--- src/rtl/dft4_stream.sv ---
// Streaming 4-point DFT: load four complex samples, compute in one cycle, drain four bins.
// Define DFT4_SCALE_EN for a 1/4-normalised output (floor shift by 2).
module dft4_stream #(
   parameter int DATA_W = 8
) (
   input  logic                     clk,
   input  logic                     rst_n,
   input  logic                     in_valid,
   output logic                     in_ready,
   input  logic signed [DATA_W-1:0] in_re,
   input  logic signed [DATA_W-1:0] in_im,
   output logic                     out_valid,
   input  logic                     out_ready,
   output logic signed [DATA_W+1:0] out_re,
   output logic signed [DATA_W+1:0] out_im,
   output logic [1:0]               out_idx,
   output logic                     out_last,
   output logic                     busy
);

   localparam int OUT_W = DATA_W + 2;

   typedef enum logic [1:0] {LOAD, CALC, DRAIN} state_t;
   typedef logic signed [OUT_W-1:0] word_t;

   state_t     state;
   logic [1:0] cnt;
   logic [1:0] kidx;
   word_t      xr [4];
   word_t      xi [4];
   word_t      br [4];
   word_t      bi [4];

   word_t e0r, e0i, e1r, e1i, o0r, o0i, o1r, o1i;

   function automatic word_t sc(input word_t v);
`ifdef DFT4_SCALE_EN
      return v >>> 2;
`else
      return v;
`endif
   endfunction

   always_comb begin
      e0r = xr[0] + xr[2];
      e0i = xi[0] + xi[2];
      e1r = xr[0] - xr[2];
      e1i = xi[0] - xi[2];
      o0r = xr[1] + xr[3];
      o0i = xi[1] + xi[3];
      o1r = xr[1] - xr[3];
      o1i = xi[1] - xi[3];
   end

   always_ff @(posedge clk or negedge rst_n) begin
      if (!rst_n) begin
         state <= LOAD;
         cnt   <= '0;
         kidx  <= '0;
         for (int i = 0; i < 4; i++) begin
            xr[i] <= '0;
            xi[i] <= '0;
            br[i] <= '0;
            bi[i] <= '0;
         end
      end else begin
         unique case (state)
            LOAD: begin
               if (in_valid) begin
                  xr[cnt] <= word_t'(in_re);
                  xi[cnt] <= word_t'(in_im);
                  cnt     <= cnt + 2'd1;
                  if (cnt == 2'd3) state <= CALC;
               end
            end
            CALC: begin
               // X1 = E1 - j*O1, X3 = E1 + j*O1
               br[0] <= sc(e0r + o0r);
               bi[0] <= sc(e0i + o0i);
               br[1] <= sc(e1r + o1i);
               bi[1] <= sc(e1i - o1r);
               br[2] <= sc(e0r - o0r);
               bi[2] <= sc(e0i - o0i);
               br[3] <= sc(e1r - o1i);
               bi[3] <= sc(e1i + o1r);
               kidx  <= '0;
               state <= DRAIN;
            end
            DRAIN: begin
               if (out_ready) begin
                  kidx <= kidx + 2'd1;
                  if (kidx == 2'd3) state <= LOAD;
               end
            end
            default: state <= LOAD;
         endcase
      end
   end

   assign in_ready  = (state == LOAD);
   assign out_valid = (state == DRAIN);
   assign out_re    = br[kidx];
   assign out_im    = bi[kidx];
   assign out_idx   = kidx;
   assign out_last  = out_valid && (kidx == 2'd3);
   assign busy      = !((state == LOAD) && (cnt == 2'd0));

endmodule

--- config.mk ---
export PLATFORM = sky130hd
export DESIGN_NAME = dft4_stream
export DESIGN_NICKNAME = d
export VERILOG_FILES = /design/src/rtl/dft4_stream.sv
export SDC_FILE = /design/constraint.sdc
export NUM_CORES = 1
export LEC_CHECK = 0
export BUFFER_PORTS_ARGS = -buffer_cell sky130_fd_sc_hd__buf_2
export CORE_UTILIZATION = 39
export CTS_BUF_LIST = sky130_fd_sc_hd__clkbuf_2 sky130_fd_sc_hd__clkbuf_4 sky130_fd_sc_hd__clkbuf_8
export DETAILED_ROUTE_END_ITERATION = 6
export GPL_ROUTABILITY_DRIVEN = 0
export MAX_ROUTING_LAYER = met4
export PLACE_DENSITY = 0.67
export SLEW_MARGIN = 25
export SYNTH_ARGS = -nofsm -noshare
export SYNTH_HDL_FRONTEND = slang
export SYNTH_SLANG_ARGS = --single-unit
--- constraint.sdc ---
create_clock -name clk -period 3.14 [get_ports clk]
set_input_delay 0.942 -clock clk [delete_from_list [all_inputs] [get_ports clk]]
set_output_delay 0.942 -clock clk [all_outputs]
set_load 0.01 [all_outputs]
[After elaboration in Yosys (flattened, before gate mapping)]
Cells that the tools add are included.
Word-level totals
  register bits after elaboration: 166
  input port bits: 20
  output and inout port bits: 26
  logic and storage cells: 77
Cells by class
  add/sub/neg operators: 18
  magnitude comparators: 3
  eq/ne operators: 8
  muxes and demuxes: 17
  bitwise logic cells: 2
  reduce and logical (&&, ||, !) cells: 10
Operators by type and width (count)
  adder 10 bit: 8
  bitwise mux 40 bit: 2
  subtractor 10 bit: 8
  2-to-1 mux 10 bit: 5
  binary-select mux 10 bit (select 2 bit): 2
  demux 10 bit (select 2 bit): 1
  2-to-1 mux 2 bit: 5
  == test 2 bit, second input constant: 3
  >= comparator 3 bit, second input constant: 2
  inequality test 2 x 1 -> 1 bit, second input constant: 3
  inverter 2 -> 3 bit: 2
  one-hot mux 2 bit (3 select lines): 1
  adder 2 x 1 -> 2 bit, second input constant: 2
  logical NOT 2 bit: 2
  one-hot mux 2 bit (2 select lines): 1
  AND reduction 2 bit: 2
  AND reduction 4 bit: 1
  logical AND 1 bit: 3
  less-than comparator 3 x 1 -> 1 bit, second input constant: 1
  == test 2 x 1 -> 1 bit, second input constant: 1
  inequality test 2 bit, second input constant: 1
  nonzero test 2 bit: 1
  logical NOT 1 bit: 1

[Logic depth before layout (Yosys ltp)]
Gate-level depths: netlist (run 1).
  depth in word-level cells: 6
  gate-level depth with buffers: 18
  mapped depth without buffers: 17

[Worst setup path after synthesis (run 1)]
OpenSTA, ideal clock, no wires.
  path kind: register -> register
  start point: reg xi[0] in the netlist's numbering
  end point: reg bi[39] in the netlist's numbering
  setup time: 132 ps
  data arrival time: 3307 ps
  data required time: 3008 ps
  path slack: -299 ps
  stages on the path, launching flop included: 15
  path buffers: 1
  period minus slack after synthesis: 3439 ps
  cells stage by stage: dfrtp_1 -> ha_1 -> fa_1 -> a21o_1 -> a21oi_1 -> o21ai_0 -> a21oi_1 -> xnor2_1 -> ha_1 -> buf_2 -> a21o_1 -> or4_1 -> a221oi_2 -> xor2_1 -> o21ai_1
Between the ends
  longest elaborated chain between the ends: 2
Ends and longest elaborated chain
  start, declared: line 30  | word_t xi [4];
  start signal, assigned by index: line 71  | xi[cnt] <= word_t'(in_im);
  adder 10 bit: line 50  | o0i = xi[1] + xi[3];
  adder 10 bit: line 79  | bi[0] <= sc(e0i + o0i);
  end, declared: line 32  | word_t bi [4];
No other way between the ends.
A chain may end at the register's enable or synchronous reset.

[Worst setup path after layout (run 1)]
  start point: reg xr[30] in the netlist's numbering
  end point: reg br[29] in the netlist's numbering
Between the ends
  longest elaborated chain between the ends: 2
Ends and longest elaborated chain
  start, declared: line 29  | word_t xr [4];
  start signal, assigned by index: line 70  | xr[cnt] <= word_t'(in_re);
  subtractor 10 bit: line 47  | e1r = xr[0] - xr[2];
  adder 10 bit: line 80  | br[1] <= sc(e1r + o1i);
  end, declared: line 31  | word_t br [4];
No other way between the ends.

==> flow_summary.yaml, run 1 <==
die:
  die_x_um: 174.5
  die_height_um: 174.5
  ioPinCount: 46
  rows: 62
  start_util_pct: 39.98
  dieArea_um2: 30430
  coreArea_um2: 29010
yosys:
  yosys.area.top_type: "dfrtp_1"
  synth_top_area_share_pct: 31.50
  ys_warn_count: 0
  yosys_most_used_dff: "dfrtp_1"
  syn_inst: 1263
  synthTopCellsByArea: "dfrtp_1, ha_1, xnor2_1, nand2_1, o21ai_0"
  synth.net_count: 1440
  postSynthAreaPerCell_um2: 9.183
  synth_area_um2: 11600
  async_flop_share_pct: 100.0
  ys_ff_latch: 146
  yosys.cell_types.count: 64
  synth-edff-count: 0
  yosysSeqAreaShare_pct: 31.50
routing:
  dr.first_iter.drc_count: 620
  post_drt_wl_per_cell_um: 16.64
  via_per_inst: 5.109
  route.vias.total: 9574
  wirelength_um: 31190
  drc: 0
  dr.pass1.iters: 5
  postRouteAntennaNets: 0
sta:
  holdWs_ns: 0.2888
  fin_ws_ns: -0.3935
  finalCritPeriodShare_pct: 112.5
  tightest_slew_ns: 0.6720
  setup_viol: 19
  slew_violations: 0
  maxSlewHeadroom_pct: 55.03
  skew_ns: 0.01284
  period_needed_ns: 3.533
  rsz0062_at_grt: "true"
  fmax_mhz: 283.0
  hold_viol: 0
critical_path:
  r2r-end: "br[29]"
  rr_worst_depth: 15
  cp_cell_sequence: "inv_2 -> ha_4 -> inv_2 -> fa_2 -> a21o_1 -> a21oi_2 -> o21bai_1 -> a21oi_2 -> xnor2_2 -> ha_1 -> a21o_1 -> or4_4 -> a221oi_2 -> xnor2_1 -> o21ai_1"
  r2r_slack_ns: -0.39
  worstPathRequired_ns: 3.49
  crit_fanout: 2
  rr_startpoint: "xr[30]"
  path_class: "reg2reg"
  crit_slowest_cell: "or4_4"
  cp.arrival_ns: 3.89
  worstSetupStartpointType: "flop"
  cpPeakStageDelay_ns: 0.55
  setup.worst_path.end_class: "flop"
outcome:
  status: "finished, violations left"
  violations: "negative setup slack"
clocking:
  clkSlewWorstSetupHoldPaths_ns: 0.09
  cts_tree: "yes"
  cts_buffer_depth: 2
  clock-sinks: 146
  cts_hold_buf: 0
  clockRootBuffer: "clkbuf_8"
  cts_max_level: 4
  cts_buffers: 17
  clock_latency_ns: 0.47
finish:
  regArea_um2: 3660
  mostFrequentLayoutCells: "buf_4, nand2_1, dfrtp_1"
  nFillCells: 2533
  utilization_pct: 52.25
  multi_input_area_um2: 8189
  drive_gt1_share_pct: 36.63
  mostFrequentLayoutCell: "buf_4"
  final_net_count: 1652
  synthToLayoutAreaGrowth_pct: 30.70
flow_run:
  drv_cap: 0
grt:
  grt.overflow.total: 0
  antenna_found_initial: 1
  grt_pass1_wl_um: 47930
  grt_max_degree: 79
  grt_usage_pct: 20.42
  grt_pass1_vias: 9220
min_path:
  min_path_type: "in2async"
placement:
  post-place-ws_ns: -0.2999
  io_buffers: 45
  dp_hpwl_um: 23070
-- what timing repair did --
action,in CTS,in global routing
buffers inserted,10,41
pin swaps,28,86
resized for setup,47,165
setup endpoints to repair,21,34
-- layer usage --
| layer | vias up | global-route usage (%) | share of wire [%] |
|---|---|---|---|
| li1 | 4665 | - | - |
| met1 | 4622 | 28.89 | 49 |
| met2 | 232 | 29.85 | 45 |
| met3 | 55 | 2.559 | 3.5 |
| met4 | 0 | 7.237 | 2.9 |
| met5 | - | - | 0 |
-- worst max-delay path by stage --
stage / slack [ns] / from / end / cells past startpoint
2_1_floorplan: -0.18 / xi[10] / bi[39] / 15
3_3_place_gp: -0.19 / xi[0] / bi[39] / 13
3_5_place_dp: -0.30 / xr[20] / bi[9] / 15
4_1_cts: -0.26 / xi[30] / bi[9] / 16
5_1_grt: -0.48 / xr[30] / br[29] / 15
6_report: -0.39 / xr[30] / br[29] / 15
-- through the flow --
stage | instances | TNS, ns | instance area, um^2
after floorplan | 1263 | -0.5556 | 11690
after global placement | 1792 | -1.443 | 13380
after detailed placement | 1792 | -2.640 | 13380
after CTS | 1834 | -1.972 | 14090
after global routing | 1873 | -5.214 | 15160
final | 1874 | -2.532 | 15160
-- layout make-up --
cell class / count / area share [%]
Multi-Input combinational cell: 931 / 54.02
Sequential cell: 146 / 24.14
Timing Repair Buffer: 260 / 12.72
Tap cell: 384 / 3.169
Inverter: 119 / 2.963
Clock buffer: 18 / 1.634
Clock inverter: 14 / 1.321
Antenna cell: 2 / 0.03301
-- cell families after synthesis --
family	count (synthesis)	synth area share, %
simple gates	308	12.30
compound gates	298	16.22
buf+inv	186	6.419
fa+ha+maj	157	17.97
flops	146	31.50
xor+xnor	113	8.533
mux	55	7.055
-- state kept, by name, summed over array words and instances, names as in the netlist --
signal	count
bi	38
br	38
cnt	2
out_idx	2
state	2
xi	32
xr	32
-- worst max-delay path: cells and delay by family, from the launching register on --
| family | cells | cell delay (ns) |
|---|---|---|
| flip-flops | 1 | 0.40 |
| adder cells (fa/ha/maj) | 3 | 0.77 |
| XOR/XNOR | 2 | 0.29 |
| AND/OR/NAND/NOR | 1 | 0.55 |
| AO/OA/AOI/OAI | 7 | 1.26 |
| buffers and inverters | 2 | 0.13 |
-- synth_stat cells, types with 15 or more instances --
master / number
nand2_1: 156
dfrtp_1: 146
ha_1: 141
inv_1: 115
o21ai_0: 111
xnor2_1: 72
a21oi_1: 62
nor2_1: 59
xor2_1: 41
clkbuf_1: 39
mux2_2: 33
buf_2: 25
o21bai_1: 24
a21o_1: 22
nor2b_1: 21
mux4_2: 18
nand2b_1: 17
fa_1: 16
o21ai_1: 15
Power of run 1 is left out: the tool's default activity adds up to more than one toggle a clock period on the data nets, which glitch-free logic cannot reach.
==> run 2: changes to the inputs <==
CORE_ASPECT_RATIO = 0.75   (was unset)
==> flow_summary.yaml, run 2 (synthesis results as in run 1) <==
routing:
  postRouteAntennaNets: 0
  via_per_inst: 5.084
  dr.first_iter.drc_count: 616
  route.vias.total: 9608
  post_drt_wl_per_cell_um: 17.13
  dr.pass1.iters: 5
  wirelength_um: 32370
  drc: 0
critical_path:
  r2r_slack_ns: -0.26
  setup.worst_path.end_class: "flop"
  worstPathRequired_ns: 3.53
  rr_startpoint: "xi[30]"
  path_class: "reg2reg"
  worstSetupStartpointType: "flop"
  crit_slowest_cell: "or4_4"
  crit_family: "compound AO/OA/AOI/OAI gates"
  crit_fanout: 2
  cp.arrival_ns: 3.78
  path_buf_inv: 2
  cpPeakStageDelay_ns: 0.50
  r2r-end: "bi[9]"
  rr_worst_depth: 16
  cp_cell_sequence: "inv_2 -> ha_4 -> inv_2 -> fa_2 -> a21o_1 -> a21oi_2 -> o21a_1 -> nor2_2 -> o21a_1 -> nor2_2 -> ha_4 -> a21o_1 -> or4_4 -> a221oi_2 -> xnor2_1 -> o21ai_1"
finish:
  synthToLayoutAreaGrowth_pct: 30.43
  top_regs: "bi (38), br (38)"
  final_net_count: 1662
  mostFrequentLayoutCells: "buf_4, nand2_1, dfrtp_1"
  diodes: 0
  mostFrequentLayoutCell: "buf_4"
  drive_gt1_share_pct: 35.91
grt:
  grt_pass1_vias: 8888
  grt_max_degree: 73
  grt_pass1_wl_um: 49380
  grt_usage_pct: 21.74
  antenna_found_initial: 0
  grt.overflow.total: 0
sta:
  slew_violations: 0
  skew_ns: 0.01721
  period_needed_ns: 3.395
  tightest_slew_ns: 0.7216
  fin_ws_ns: -0.2552
  rsz0062_at_grt: "true"
  fmax_mhz: 294.5
  maxSlewHeadroom_pct: 51.89
  setup_viol: 16
  hold_viol: 0
  finalCritPeriodShare_pct: 108.1
clocking:
  cts_max_level: 4
  cts_hold_buf: 0
  clockRootBuffer: "clkbuf_8"
  cts_buffer_depth: 2
  clock_latency_ns: 0.50
  cts_tree: "yes"
  cts_buffers: 17
  clkSlewWorstSetupHoldPaths_ns: 0.08
  clock-sinks: 146
die:
  rows: 54
  start_util_pct: 39.74
  dieArea_um2: 30440
  ioPinCount: 46
  die_height_um: 151.4
  die_x_um: 201.1
  coreArea_um2: 29190
outcome:
  status: "finished, violations left"
  violations: "negative setup slack"
placement:
  post-place-ws_ns: -0.2909
  dp_hpwl_um: 24610
  io_buffers: 45
flow_run:
  drv_cap: 0
min_path:
  min_path_type: "in2async"
-- run 2: layout make-up --
| class | count | area [um^2] |
|---|---|---|
| inverter | 119 | 446.7 |
| timing repair buffer | 270 | 2022 |
| tap | 392 | 490.5 |
| multi-input combinational | 931 | 8055 |
| sequential | 146 | 3659 |
| clock buffer | 24 | 305.3 |
| clock inverter | 8 | 150.1 |
| fill | 2621 | 14060 |
-- run 2: metrics by stage --
stage	cell area [um^2]	TNS [ns]	cells	util [%]	hold slack, ns
floorplan	11690	-0.5556	1263	-	0.4403
global placement	13480	-1.453	1816	46.19	0.4562
detailed placement	13480	-2.639	1816	46.19	0.4657
CTS	14290	-1.363	1863	48.96	0.4600
global route	15130	-4.538	1890	51.83	0.5046
finish	15130	-1.792	1890	51.83	0.4682
-- run 2: metal layers --
metal | vias up | routed length (um) | part of all wire, % | global-route usage (%)
li1 | 4700 | - | - | -
met1 | 4622 | 17020 | 53 | 33.98
met2 | 247 | 12900 | 40 | 27.53
met3 | 39 | 2010 | 6.2 | 4.626
met4 | 0 | 435 | 1.3 | 4.924
met5 | - | 0 | 0 | -
-- run 2: how the worst max path moves through the flow --
stage | startpoint | cells past startpoint | slack [ns] | to
after floorplan | xi[10] | 15 | -0.18 | bi[39]
after global placement | xr[20] | 15 | -0.19 | bi[9]
after detailed placement | xr[20] | 15 | -0.29 | bi[9]
after CTS | xr[20] | 15 | -0.22 | bi[9]
after global routing | xr[30] | 15 | -0.40 | br[29]
final | xi[30] | 16 | -0.26 | bi[9]
-- run 2: what timing repair did --
action | 4_1_cts | 5_1_grt
setup endpoints to repair | 21 | 33
pin swaps | 43 | 60
resized for setup | 52 | 138
setup buffers | 15 | 30
Power of run 2 is left out for the same reason.
